===== src/rtl/bsg_chip_io_link_reset_seq_pkg.sv =====
// Shared types for the IO link reset sequencer: state encoding, tag-payload mirrors
// and the state-to-output decode used by the top-level FSM.
package bsg_chip_io_link_reset_seq_pkg;

   typedef enum logic [3:0] {
      e_idle,
      e_assert_all,
      e_token_set,
      e_token_clr,
      e_up_io_rel,
      e_down_io_rel,
      e_core_rel,
      e_ct_rel,
      e_done
   } bsg_link_reset_seq_state_e;

   // Field order matches the io-side and core-side link tag payloads.
   typedef struct packed {
      logic up_link_reset;
      logic down_link_reset;
      logic async_token_reset;
   } bsg_link_io_payload_s;

   typedef struct packed {
      logic up_link_reset;
      logic down_link_reset;
      logic ct_reset;
      logic fifo_reset;
   } bsg_link_core_payload_s;

   typedef struct packed {
      bsg_link_io_payload_s   io;
      bsg_link_core_payload_s core;
      logic                   busy;
      logic                   done;
   } bsg_link_reset_seq_out_s;

   function automatic int unsigned safe_clog2(input int unsigned x);
      return (x <= 1) ? 1 : $clog2(x);
   endfunction

   // Releases are cumulative, so each reset is simply "not yet past its release state".
   function automatic bsg_link_reset_seq_out_s decode_outputs(input bsg_link_reset_seq_state_e s);
      bsg_link_reset_seq_out_s o;
      o.io.up_link_reset       = (s < e_up_io_rel);
      o.io.down_link_reset     = (s < e_down_io_rel);
      o.io.async_token_reset   = (s == e_token_set);
      o.core.up_link_reset     = (s < e_core_rel);
      o.core.down_link_reset   = (s < e_core_rel);
      o.core.ct_reset          = (s < e_ct_rel);
      o.core.fifo_reset        = (s < e_done);
      o.busy                   = (s != e_idle) && (s != e_done);
      o.done                   = (s == e_done);
      return o;
   endfunction

endpackage


===== src/rtl/bsg_chip_io_link_reset_seq_timer.sv =====
// Loadable down-counter that saturates at zero; zero_o flags the last cycle of a step.
module bsg_chip_io_link_reset_seq_timer #(
   parameter int unsigned width_p = 4
) (
   input  logic               clk_i,
   input  logic               reset_i,
   input  logic               load_i,
   input  logic [width_p-1:0] load_val_i,
   output logic               zero_o
);

   logic [width_p-1:0] cnt_q;

   always_ff @(posedge clk_i) begin
      if (reset_i) begin
         cnt_q <= '0;
      end else if (load_i) begin
         cnt_q <= load_val_i;
      end else if (cnt_q != '0) begin
         cnt_q <= cnt_q - width_p'(1);
      end
   end

   assign zero_o = (cnt_q == '0);

endmodule


===== src/rtl/bsg_chip_io_link_reset_seq.sv =====
// Timed bring-up / retrain sequencer for one IO link and channel tunnel; Moore outputs
// are registered from the next-state decode so they carry no input-to-output path.
module bsg_chip_io_link_reset_seq
   import bsg_chip_io_link_reset_seq_pkg::*;
#(
   parameter int unsigned step_cycles_p        = 16,
   parameter int unsigned token_pulse_cycles_p = 4,
   parameter bit          auto_start_p         = 1'b0
) (
   input  logic clk_i,
   input  logic reset_i,
   input  logic start_i,
   output logic io_up_link_reset_o,
   output logic io_down_link_reset_o,
   output logic async_token_reset_o,
   output logic core_up_link_reset_o,
   output logic core_down_link_reset_o,
   output logic ct_reset_o,
   output logic fifo_reset_o,
   output logic busy_o,
   output logic done_o
);

   localparam int unsigned max_cycles_lp = (step_cycles_p > token_pulse_cycles_p)
                                           ? step_cycles_p : token_pulse_cycles_p;
   localparam int unsigned ctr_width_lp  = safe_clog2(max_cycles_lp);

   bsg_link_reset_seq_state_e state_q, state_d;
   bsg_link_reset_seq_out_s   out_q;
   logic                      ctr_zero;
   logic                      ctr_load;
   logic [ctr_width_lp-1:0]   ctr_load_val;

   always_comb begin
      state_d = state_q;
      case (state_q)
         e_idle: if (start_i || auto_start_p) state_d = e_assert_all;
         e_done: if (start_i) state_d = e_assert_all;
         default: begin
            // Retrain beats step expiry.
            if (start_i) begin
               state_d = e_assert_all;
            end else if (ctr_zero) begin
               state_d = bsg_link_reset_seq_state_e'(state_q + 4'd1);
            end
         end
      endcase
   end

   // Reload on every state entry, and on start_i so a held start keeps ASSERT_ALL fresh.
   assign ctr_load     = start_i || (state_d != state_q);
   assign ctr_load_val = (state_d == e_token_set) ? ctr_width_lp'(token_pulse_cycles_p - 1)
                                                  : ctr_width_lp'(step_cycles_p - 1);

   bsg_chip_io_link_reset_seq_timer #(
      .width_p(ctr_width_lp)
   ) timer (
      .clk_i     (clk_i),
      .reset_i   (reset_i),
      .load_i    (ctr_load),
      .load_val_i(ctr_load_val),
      .zero_o    (ctr_zero)
   );

   always_ff @(posedge clk_i) begin
      if (reset_i) begin
         state_q <= e_idle;
         out_q   <= decode_outputs(e_idle);
      end else begin
         state_q <= state_d;
         out_q   <= decode_outputs(state_d);
      end
   end

   assign io_up_link_reset_o     = out_q.io.up_link_reset;
   assign io_down_link_reset_o   = out_q.io.down_link_reset;
   assign async_token_reset_o    = out_q.io.async_token_reset;
   assign core_up_link_reset_o   = out_q.core.up_link_reset;
   assign core_down_link_reset_o = out_q.core.down_link_reset;
   assign ct_reset_o             = out_q.core.ct_reset;
   assign fifo_reset_o           = out_q.core.fifo_reset;
   assign busy_o                 = out_q.busy;
   assign done_o                 = out_q.done;

endmodule


===== config.mk =====
export PLATFORM = sky130hd
export DESIGN_NAME = bsg_chip_io_link_reset_seq
export DESIGN_NICKNAME = d
export VERILOG_FILES = /design/src/rtl/bsg_chip_io_link_reset_seq_pkg.sv /design/src/rtl/bsg_chip_io_link_reset_seq_timer.sv /design/src/rtl/bsg_chip_io_link_reset_seq.sv
export SDC_FILE = /design/constraint.sdc
export NUM_CORES = 1
export LEC_CHECK = 0
export ABC_AREA = 1
export CAP_MARGIN = 10
export CORE_MARGIN = 1.5
export CORE_UTILIZATION = 45
export DETAILED_ROUTE_END_ITERATION = 16
export GPL_ROUTABILITY_DRIVEN = 0
export GPL_TIMING_DRIVEN = 0
export PLACE_DENSITY = 0.75
export SKIP_CTS_REPAIR_TIMING = 1
export SKIP_LAST_GASP = 1
export SLEW_MARGIN = 20
export SYNTH_ARGS = -nofsm -noshare
export SYNTH_HDL_FRONTEND = slang
export SYNTH_SLANG_ARGS = --single-unit

===== constraint.sdc =====
create_clock -name clk_i -period 1.9 [get_ports clk_i]
set_input_delay 0.19 -clock clk_i [delete_from_list [all_inputs] [get_ports clk_i]]
set_output_delay 0.19 -clock clk_i [all_outputs]
set_load 0.01 [all_outputs]

==> flow_metrics.py <==
metrics = {
    "global_route": {
        "busiest_layer": "met2",
        "grt_pass1_wl_um": 2310,
        "met1_usage": 0.186,
        "grt_pass1_vias": 582,
        "globalRouteOverflowTotal": 0,
        "antenna_found_initial": 0,
        "grt_max_degree": 10,
        "gr-usage-all-layers": 0.164,
        "grt_util_met2": 0.281,
        "grtUsageMet3": 0.0292,
    },
    "pwr": {
        "p_leak_nw": 0.437,
        "ir_drop_v": 0.000432,
        "power.density_nw_per_um2": 782,
    },
    "floorplan": {
        "die_h_um": 43.3,
        "start_util": 0.486,
        "die_area_um2": 1880,
        "core_area_um2": 1510,
        "ios": 12,
        "die_w_um": 43.3,
        "placementRows": 14,
    },
    "sta": {
        "rsz0062_at_grt": "false",
        "maxSlewViolCount": 0,
        "min_period_ns": 1.59,
        "worstMarginPinSlew_ns": 0.277,
        "fin_skew_ns": 0.0135,
        "max_clock_freq_mhz": 630,
        "max_slew_margin": 0.815,
        "finalCritPeriodShare": 0.835,
        "tns_ns": 0,
        "fin_ws_ns": 0.314,
        "setup_viol": 0,
        "hold_violations": 0,
    },
    "route": {
        "wl_um": 1320,
        "drt_iter0_markers": 11,
        "detail_route.first_pass.iterations": 5,
        "vias_per_cell": 4.89,
        "via_count": 601,
        "wl_per_cell_um": 10.7,
        "ant_nets": 0,
        "drc": 0,
    },
    "cells_and_area": {
        "mostFrequentLayoutCells": "inv_1, dfxtp_1, nand2_1, clkdlybuf4s50_1",
        "fin_cells": 123,
        "final_util": 0.596,
        "fin_nets": 114,
        "diodes": 0,
        "fill_cells": 140,
        "drive_gt1_frac": 0.178,
        "area_growth_pct": 22.7,
    },
    "synthesis": {
        "synth_seq_cells": 16,
        "yosysSeqAreaShare": 0.438,
        "syn-instance-count": 92,
        "syn_nets": 98,
        "syn_avg_cell_area_um2": 7.96,
        "ys_top_cells_by_area": "dfxtp_1, inv_1, nand2_1",
        "yosysTopAreaCell": "dfxtp_1",
        "synth_top_area_frac": 0.438,
        "synth_warnings": 0,
        "ys_types": 20,
        "syn_area_um2": 732,
    },
    "placed_design": {
        "dp_cells": 119,
        "io_buffers": 11,
        "preCtsSetupSlack_ns": 0.311,
        "dp.final_hpwl_um": 1030,
    },
    "worst_hold_path": {
        "hold_path.class": "reg -> reg",
    },
    "clock_tree": {
        "path_clk_slew_ns": 0.10,
        "cts_buffers": 3,
        "root_buffer": "clkbuf_4",
        "cts_sinks": 16,
        "cts_tree": "yes",
        "clock_path_buffers": 2,
        "worstSkewPairLatency_ns": 0.29,
        "htree_levels": 1,
    },
    "setup_path": {
        "r2r-start": "timer.cnt_q[0]",
        "cp_max_fo": 6,
        "start_kind": "flip-flop",
        "critPathLaunch": "timer.cnt_q[0]",
        "crit_path_end_kind": "flip-flop",
        "crit_end": "timer.cnt_q[2]",
        "required_ns": 2.08,
        "rrSetupSlack_ns": 0.31,
        "r2r_end": "timer.cnt_q[2]",
        "worstRegToRegCells": 9,
        "path_class": "reg -> reg",
        "critPathArrivalTime_ns": 1.77,
    },
    "job": {
        "cap_violations": 0,
    },
    "run_status": {
        "status": "finished, final reports clean",
    },
}
cell usage after synthesis (all sizes together):
cell and number:
a21oi 6, a31oi 1, buf 1, dfxtp 16, ha 3, inv 19, nand2 18, nand3 10
nand4 1, nor2 11, o21ai 3, o21bai 1, xnor2 1, xor2 1
power by group:
group | switching, mW | internal (mW)
clock network | 0.108 | 0.117
logic | 0.0719 | 0.0450
registers | 0.0105 | 0.351
per-layer routing:
metal	wire length [um]	vias to the layer above	share of wire
met5	0	-	0
met4	40	0	0.030
met3	54	6	0.041
met2	669	14	0.51
met1	557	267	0.42
li1	-	314	-
flip-flops by register name, summed over array words and instances (netlist names):
| signal | flops |
|---|---|
| done_o | 1 |
| ct_reset_o | 1 |
| state_q | 4 |
| fifo_reset_o | 1 |
| timer.cnt_q | 4 |
| core_down_link_reset_o | 1 |
| busy_o | 1 |
| async_token_reset_o | 1 |
| io_down_link_reset_o | 1 |
| io_up_link_reset_o | 1 |
through the flow:
step	cell area, um^2	hold slack (ns)	total power [mW]
floorplan	732	0.259	0.459
global placement	862	0.532	0.483
detailed placement	862	0.558	0.487
CTS	898	0.580	0.707
global route	898	0.626	0.735
finish	898	0.571	0.703
cell type report:
type / instances / area, um^2 / share of cell area
flip-flops and latches: 16 / 320 / 0.357
clock buffers: 4 / 36.3 / 0.0404
plain buffers: 1 / 7.51 / 0.00836
well taps: 16 / 20.0 / 0.0223
inverters: 19 / 71.3 / 0.0794
multi-input cells: 56 / 333 / 0.370
repair buffers: 11 / 110 / 0.123
worst min path at each step:
stage / from / endpoint / slack [ns] / depth (start not counted)
6_report: timer.cnt_q[1] / timer.cnt_q[1] / 0.57 / 2
5_1_grt: timer.cnt_q[1] / timer.cnt_q[1] / 0.63 / 2
4_1_cts: timer.cnt_q[1] / timer.cnt_q[1] / 0.58 / 2
3_5_place_dp: timer.cnt_q[1] / timer.cnt_q[1] / 0.56 / 2
3_3_place_gp: timer.cnt_q[1] / timer.cnt_q[1] / 0.53 / 2
2_1_floorplan: reset_i / timer.cnt_q[0] / 0.26 / 1
worst max-delay path: stages (launching register included):
cell,delay (ns)
dfxtp_1,0.30
inv_1,0.09
ha_1,0.31
nand3_1,0.17
nand2_1,0.11
nand3_2,0.14
nor2_1,0.16
nand2_2,0.08
nand2_2,0.06
a21oi_1,0.06
logic make-up after synthesis:
kind of cell	Yosys count	share of synthesized area
flip-flops	16	0.438
AND/OR/NAND/NOR	40	0.284
AO/OA/AOI/OAI	11	0.0957
adder cells (fa/ha/maj)	3	0.0513
buffers and inverters	20	0.108
XOR/XNOR	2	0.0239
No activity file was read; power rests on OpenSTA's default activity.
